`config.mk`:
```
export PLATFORM = sky130hd
export DESIGN_NAME = inst_fetch_buffer
export DESIGN_NICKNAME = d
export VERILOG_FILES = /design/src/rtl/inst_fetch_buffer.sv
export SDC_FILE = /design/constraint.sdc
export NUM_CORES = 2
export LEC_CHECK = 0
export ABC_CLOCK_PERIOD_IN_PS = 3200
export CORE_ASPECT_RATIO = 0.6
export CORE_UTILIZATION = 45
export CTS_BUF_LIST = sky130_fd_sc_hd__clkbuf_8
export CTS_CLUSTER_DIAMETER = 150
export DETAILED_ROUTE_END_ITERATION = 6
export GPL_TIMING_DRIVEN = 0
export PLACE_DENSITY = 0.67
export SLEW_MARGIN = 40
export SYNTH_ARGS = -nofsm -noshare
export SYNTH_HDL_FRONTEND = slang
export SYNTH_SLANG_ARGS = --single-unit
export TNS_END_PERCENT = 5
```
`constraint.sdc`:
```
create_clock -name clk -period 3.2 [get_ports clk]
set_input_delay 0.48 -clock clk [delete_from_list [all_inputs] [get_ports clk]]
set_output_delay 0.48 -clock clk [all_outputs]
set_load 0.01 [all_outputs]
```
`src/rtl/inst_fetch_buffer.sv`:
```
// Instruction fetch buffer: decouples the I-cache from decode with a small FIFO.
// Accepts up to two instructions per cycle and presents up to two in first-word-fall-through order.
module inst_fetch_buffer #(
    parameter int unsigned DEPTH = 8,
    parameter int unsigned PTR_W = 3
) (
    input  logic              clk,
    input  logic              rst,
    input  logic              flush,
    input  logic              in_valid,
    input  logic [31:0]       in_pc1,
    input  logic [31:0]       in_pc2,
    input  logic [31:0]       in_inst1,
    input  logic [31:0]       in_inst2,
    input  logic              in_pred_taken1,
    input  logic              in_pred_taken2,
    input  logic [31:0]       in_pred_addr,
    output logic              fetch_stall,
    input  logic              dec_ready,
    output logic              out_valid1,
    output logic [31:0]       out_pc1,
    output logic [31:0]       out_inst1,
    output logic              out_pred_taken1,
    output logic [31:0]       out_pred_addr1,
    output logic              out_valid2,
    output logic [31:0]       out_pc2,
    output logic [31:0]       out_inst2,
    output logic              out_pred_taken2,
    output logic [31:0]       out_pred_addr2,
    output logic [PTR_W:0]    count
);

    localparam int unsigned CNT_W = PTR_W + 1;

    typedef struct packed {
        logic [31:0] pc;
        logic [31:0] inst;
        logic        taken;
        logic [31:0] target;
    } entry_t;

    entry_t             r_mem [DEPTH];
    logic [PTR_W-1:0]   r_wr_ptr;
    logic [PTR_W-1:0]   r_rd_ptr;
    logic [CNT_W-1:0]   r_cnt;

    logic [CNT_W-1:0]   w_free;
    logic               w_stall;
    logic               w_push_en;
    logic [1:0]         w_push_n;
    logic [1:0]         w_pop_n;
    logic               w_valid1;
    logic               w_valid2;
    logic [PTR_W-1:0]   w_wr_ptr1;
    logic [PTR_W-1:0]   w_rd_ptr1;
    entry_t             w_wr_ent1;
    entry_t             w_wr_ent2;
    entry_t             w_rd_ent1;
    entry_t             w_rd_ent2;

    // Back-pressure looks at occupancy only; a same-cycle pop does not free space early.
    assign w_free    = CNT_W'(DEPTH) - r_cnt;
    assign w_stall   = w_free < CNT_W'(2);
    assign w_push_en = in_valid & ~w_stall & ~flush;

    // A predicted-taken first instruction makes the second one wrong-path, so only one entry is written.
    assign w_push_n  = w_push_en ? (in_pred_taken1 ? 2'd1 : 2'd2) : 2'd0;

    assign w_valid1  = r_cnt != '0;
    assign w_valid2  = r_cnt >= CNT_W'(2);
    assign w_pop_n   = (dec_ready & ~flush) ? ({1'b0, w_valid1} + {1'b0, w_valid2}) : 2'd0;

    assign w_wr_ptr1 = r_wr_ptr + PTR_W'(1);
    assign w_rd_ptr1 = r_rd_ptr + PTR_W'(1);

    always_comb begin
        w_wr_ent1        = '0;
        w_wr_ent2        = '0;
        w_wr_ent1.pc     = in_pc1;
        w_wr_ent1.inst   = in_inst1;
        w_wr_ent1.taken  = in_pred_taken1;
        w_wr_ent1.target = in_pred_taken1 ? in_pred_addr : 32'h0;
        w_wr_ent2.pc     = in_pc2;
        w_wr_ent2.inst   = in_inst2;
        w_wr_ent2.taken  = in_pred_taken2;
        w_wr_ent2.target = in_pred_taken2 ? in_pred_addr : 32'h0;
    end

    // Entry storage; flush only resets pointers, stale data is masked by the valids.
    always_ff @(posedge clk or negedge rst) begin
        if (!rst) begin
            r_mem <= '{default: '0};
        end else if (w_push_en) begin
            r_mem[r_wr_ptr] <= w_wr_ent1;
            if (!in_pred_taken1) begin
                r_mem[w_wr_ptr1] <= w_wr_ent2;
            end
        end
    end

    // Pointers and occupancy; flush overrides any same-cycle push or pop.
    always_ff @(posedge clk or negedge rst) begin
        if (!rst) begin
            r_wr_ptr <= '0;
            r_rd_ptr <= '0;
            r_cnt    <= '0;
        end else if (flush) begin
            r_wr_ptr <= '0;
            r_rd_ptr <= '0;
            r_cnt    <= '0;
        end else begin
            r_wr_ptr <= r_wr_ptr + PTR_W'(w_push_n);
            r_rd_ptr <= r_rd_ptr + PTR_W'(w_pop_n);
            r_cnt    <= r_cnt + CNT_W'(w_push_n) - CNT_W'(w_pop_n);
        end
    end

    assign w_rd_ent1 = w_valid1 ? r_mem[r_rd_ptr]  : '0;
    assign w_rd_ent2 = w_valid2 ? r_mem[w_rd_ptr1] : '0;

    assign out_valid1      = w_valid1;
    assign out_pc1         = w_rd_ent1.pc;
    assign out_inst1       = w_rd_ent1.inst;
    assign out_pred_taken1 = w_rd_ent1.taken;
    assign out_pred_addr1  = w_rd_ent1.target;

    assign out_valid2      = w_valid2;
    assign out_pc2         = w_rd_ent2.pc;
    assign out_inst2       = w_rd_ent2.inst;
    assign out_pred_taken2 = w_rd_ent2.taken;
    assign out_pred_addr2  = w_rd_ent2.target;

    assign count       = r_cnt;
    assign fetch_stall = w_stall;

endmodule

```
Word-level counts from Yosys, hierarchy flattened
Cells that the tools add are included.
{ "classes": {"mux": 23, "n_bitwise": 9, "n_lt_le_gt_ge": 8, "reduce_logical": 3, "addsub": 8} }
{ "op_table": {"columns": ["cell", "count"], "rows": [
  ["$bwmux W776", 2],
  ["$mux W776", 1],
  ["$mux W97", 8],
  ["$bmux W97 S3", 2],
  ["$demux W97 S3", 2],
  ["$mux W32", 2],
  ["$ge A4 B4 Y1 const B", 4],
  ["$not A3 Y4", 4],
  ["$lt A4 B1 Y1 const B", 2],
  ["$add A3 B1 Y3 const B", 2],
  ["$add A3 B2 Y3", 2],
  ["$mux W2", 3],
  ["$mux W3", 2],
  ["$add A4 B2 Y4", 1],
  ["$ge A4 B2 Y1 const B", 1],
  ["$lt A4 B2 Y1 const B", 1],
  ["$mux W4", 1],
  ["$reduce_bool A4 Y1", 1],
  ["$sub A4 B2 Y4", 1],
  ["$sub A4 B4 Y4 const A", 1],
  ["$and A1 B1 Y1", 3],
  ["$add A1 B1 Y2", 1],
  ["$logic_and A1 B1 Y1", 2],
  ["$not A1 Y1", 2]
]} }
{ "word_totals": {"elab_cells": 86, "register_bits": 786, "in_bits": 167} }

Longest topological paths before layout
{ "logic_depth": {"word_depth": 9, "ltp_mapped": 17, "ltp_nobuf": 14} }

Worst setup path before layout
No wires, ideal clock.
{ "synth_timing": {"kind": "flip-flop to flip-flop", "startpoint": "register r_cnt[0], in the netlist count[0]", "endpoint": "register r_cnt[3], in the netlist count[3]", "path_slack_ps": -459, "arrival_ps": 3527, "stages_incl_launch_ff": 18, "period_less_slack_ps": 3659, "path_buffers": 3, "setup_ps": 132, "path_cell_list": "dfrtp_1 -> inv_1 -> ha_1 -> o21ai_0 -> and2_1 -> clkbuf_1 -> clkbuf_1 -> clkbuf_1 -> inv_1 -> ha_1 -> and3b_1 -> fa_1 -> inv_1 -> ha_1 -> a21o_1 -> a21oi_1 -> xnor2_1 -> nor2_1"} }
{ "synth_via": {"elab_cells_between_ends": 13} }
{ "synth_lines": {"columns": ["item", "line", "source"], "rows": [
  ["start, declared", "45", "logic [CNT_W-1:0] r_cnt;"],
  ["start signal, assigned", "114", "r_cnt <= r_cnt + CNT_W'(w_push_n) - CNT_W'(w_pop_n);"],
  ["$ge A4 B2 Y1", "70", "assign w_valid2 = r_cnt >= CNT_W'(2);"],
  ["net out_valid2", "25", "output logic out_valid2,"],
  ["$add A1 B1 Y2", "71", "assign w_pop_n = (dec_ready & ~flush) ? ({1'b0, w_valid1} + {1'b0, w_valid2}) : 2'd0;"],
  ["$mux W2", "71", null],
  ["$sub A4 B2 Y4", "114", null],
  ["$mux W4", "107", "end else if (flush) begin"]
]} }
The timed path passes the listed nets, and every way through them passes these cells.
A chain may end at the register's enable or synchronous reset.

Final worst setup path
{ "layout_timing": {"startpoint": "register r_rd_ptr[0]", "endpoint": "output out_inst2[12]"} }
{ "layout_via": {"elab_chain_len": 6} }
{ "layout_rtl": {"columns": ["item", "line", "source"], "rows": [
  ["start, declared", "44", "logic [PTR_W-1:0] r_rd_ptr;"],
  ["start signal, assigned", "113", "r_rd_ptr <= r_rd_ptr + PTR_W'(w_pop_n);"],
  ["$add A3 B1 Y3", "74", "assign w_rd_ptr1 = r_rd_ptr + PTR_W'(1);"],
  ["$not A3 Y4 (implied by the code)", "119", "assign w_rd_ent2 = w_valid2 ? r_mem[w_rd_ptr1] : '0;"],
  ["$bmux W97 S3", "119", null],
  ["$mux W97 (implied by the code) (2 in a row)", "119", null],
  ["$mux W97", "119", null],
  ["end, declared", "27", "output logic [31:0] out_inst2,"]
]} }
Every way passes these cells. The select of a mux whose other input is x is not followed.

==> results.py <==
metrics = {
    "route": {
        "routed_wl_um": 200000,
        "drt_iter0_drc": 7016,
        "final_antenna_net_count": 0,
        "dr_total_vias": 44300,
        "via_per_inst": 7.24,
        "avgRoutedWirePerCell_um": 32.8,
        "drc": 2,
        "drt_pass1_iterations": 7,
    },
    "global_route": {
        "grt_max_degree": 109,
        "grtUsageTotal": 0.384,
        "met1_usage": 0.538,
        "grtUsageMet2": 0.507,
        "grt_pass1_wl_um": 291000,
        "gr-max-usage-layer": "met1",
        "grt_overflow": 0,
        "first_global_vias": 42400,
        "grt_use_met3": 0.158,
        "antenna_found_initial": 23,
    },
    "clock_tree": {
        "cts.sinks": 786,
        "clock-root-buffer": "clkbuf_8",
        "clock_latency_ns": 0.86,
        "cts_tree": "done",
        "htree_levels": 4,
        "cts_buffer_depth": 3,
        "cts.clk_slew.worst_paths_ns": 0.08,
        "cts_buffers": 131,
    },
    "floorplanning": {
        "die_x_um": 413,
        "die_h_um": 249,
        "die-area_um2": 103000,
        "boundaryPins": 368,
        "row_count": 90,
        "core_um2": 101000,
        "start_util": 0.454,
    },
    "sta": {
        "finalSetupTns_ns": -63.29,
        "final-setup-viol-count": 274,
        "max_freq_mhz": 271,
        "finClkSkew_ns": 0.0408,
        "setup_slack_ns": -0.496,
        "rsz0062_at_grt": "true",
        "drv_slew": 0,
        "hold_viol_final": 0,
        "relSlewSlack": 0.360,
        "fin_crit_sh": 1.15,
        "worst_pin_slew_ns": 0.960,
        "period_needed_ns": 3.70,
    },
    "worst_hold_path": {
        "hp-class": "in2reg",
        "whs_path_depth": 3,
    },
    "place": {
        "hpwl_um": 135000,
        "dp.cells": 5751,
        "place_area_um2": 50200,
        "place_congestion": 0.986,
        "port_buffers": 239,
    },
    "synthesis": {
        "synth_ff_type": "dfrtp_1",
        "yosysMostFrequentCell": "dfrtp_1",
        "syn_avg_cell_area_um2": 11.0,
        "async_flop_share": 1.00,
        "netlist_area_um2": 45700,
        "synth_nets": 4349,
        "synth-seq-area-share": 0.431,
        "ys_warn_count": 0,
        "synthCells": 4165,
        "synth_top_area_frac": 0.431,
        "synth_largest_area_cell": "dfrtp_1",
        "synth_edf_count": 0,
        "yosys-top-cells-count": "dfrtp_1 (786), o22ai_1 (530), mux4_2 (388)",
        "synthTopCellsByArea": "dfrtp_1 (43%), mux4_2 (19%), o22ai_1 (7.3%)",
        "synth_seq_cells": 786,
        "synth_cell_types": 51,
    },
    "setup_path": {
        "r2r_cells": 8,
        "crit_fanout": 7,
        "arrival_ns": 3.22,
        "cp-end-kind": "primary output",
        "cp.required_ns": 2.72,
        "critPathLaunchType": "flip-flop",
        "critical_path_class": "reg2out",
    },
    "final_layout": {
        "seq_area_um2": 19700,
        "fin_cells": 6109,
        "stdcell_area_um2": 55800,
        "area_growth_pct": 22.2,
        "drive_gt1_frac": 0.274,
        "multi_input_area_um2": 24700,
        "fill_cells": 8653,
        "nets": 4845,
    },
    "run": {
        "maxCapViolations": 0,
    },
    "pwr": {
        "clock_power_share": 0.159,
        "switching_share": 0.419,
        "cellPowerDensity_nw_per_um2": 1070,
        "power_switching_uw": 25000,
        "peakVddDrop_mv": 0.554,
        "pwr-share-comb": 0.559,
        "leakage_uw": 0.0225,
        "p_seq_frac": 0.281,
        "internal_power_uw": 34700,
    },
    "run_status": {
        "status": "finished, violations left",
        "failed_checks": "DRC, setup timing",
    },
}
## metrics by stage
| step | worst slack (ns) | total power [µW] | utilization | hold slack [ns] |
|---|---|---|---|---|
| after floorplan | -0.00834 | 33300 | - | 0.184 |
| after global placement | -38.84 | 44900 | 0.495 | 0.482 |
| after detailed placement | -1.26 | 45400 | 0.500 | 0.443 |
| after CTS | -0.493 | 57700 | 0.548 | 0.000721 |
| after global routing | -0.503 | 61800 | 0.555 | 0.0810 |
| final | -0.496 | 59700 | 0.555 | 0.0624 |
## path summary, 6_finish.rpt
path | start | to | slack [ns]
worst max-delay path | r_rd_ptr[0] | out_inst2[12] | -0.50
worst min-delay path | in_inst2[3] | r_mem[133] | 0.06
worst max register to register | r_wr_ptr[0] | r_mem[331] | -0.21
worst min register to register | r_mem[32] | r_mem[32] | 0.50
max in group asynchronous | rst | r_mem[285] | 0.82
min in group asynchronous | rst | r_mem[605] | 0.21
## per-layer routing
layer	routed length [µm]	vias up
met1	76000	22200
met4	10600	14
met2	82300	4105
met3	31500	690
met5	85	-
li1	-	17200
## final cells by class
cell class / instances / area share
tap: 1334 / 0.0299
timing repair buffer: 366 / 0.0618
buffer: 583 / 0.0646
antenna: 18 / 0.000807
inverter: 16 / 0.00130
multi-input combinational: 2777 / 0.442
clock buffer: 169 / 0.0417
clock inverter: 60 / 0.00569
sequential: 786 / 0.353
## worst max-delay path, cell delays in order (launching register included)
cell,delay (ns)
dfrtp_2,0.49
ha_4,0.34
buf_6,0.13
buf_12,0.17
buf_12,0.15
buf_12,0.14
mux4_2,0.54
nand2_4,0.12
a21oi_4,0.08
buf_2,0.17
## flip-flops by register name, indices dropped and copies added, names as in the netlist
name      count
count         4
r_mem       776
r_rd_ptr      3
r_wr_ptr      3
## placed cells by master (no fill, tap or decap), types with 37 or more instances in the layout
| master | netlist | routed |
|---|---|---|
| nor2_1 | 385 | 367 |
| o22ai_1 | 530 | 530 |
| mux4_2 | 388 | 388 |
| buf_2 | 80 | 152 |
| a22oi_1 | 117 | 117 |
| buf_1 | 191 | 151 |
| clkdlybuf4s50_1 | 0 | 42 |
| a21oi_1 | 367 | 303 |
| clkbuf_1 | 305 | 209 |
| buf_6 | 0 | 37 |
| clkbuf_8 | 0 | 190 |
| a2bb2oi_1 | 264 | 264 |
| a22o_1 | 121 | 121 |
| nand2_1 | 272 | 199 |
| mux2i_1 | 101 | 73 |
| inv_1 | 14 | 44 |
| dfrtp_1 | 786 | 780 |
| nand2_2 | 0 | 72 |
| clkbuf_2 | 0 | 89 |
| o22a_1 | 116 | 116 |
| a21oi_2 | 3 | 47 |
| buf_4 | 10 | 81 |
| buf_12 | 0 | 57 |
## timing repair
item	CTS	global route
setup endpoints to repair	536	647
gates cloned	12	1
pin swaps	49	42
hold buffers	17	0
endpoints found under the hold margin	198	0
gates resized for setup	991	256
setup buffers	47	38
## cell families after synthesis
kind of cell	Yosys count	share of synthesized area
compound gates	1550	0.235
xor+xnor	8	0.00186
fa+ha+maj	17	0.00531
buf+inv	602	0.0525
flops	786	0.431
mux	489	0.213
simple gates	713	0.0616
## power groups by stage
stage	sequential (µW)	clock (µW)	combinational (µW)
finish	16800	9500	33400
global route	17100	9890	34800
CTS	16500	9460	31700
detailed placement	16600	0	28800
global placement	16500	0	28400
floorplan	15500	0	17800
No activity file was read; power rests on OpenSTA's default activity.
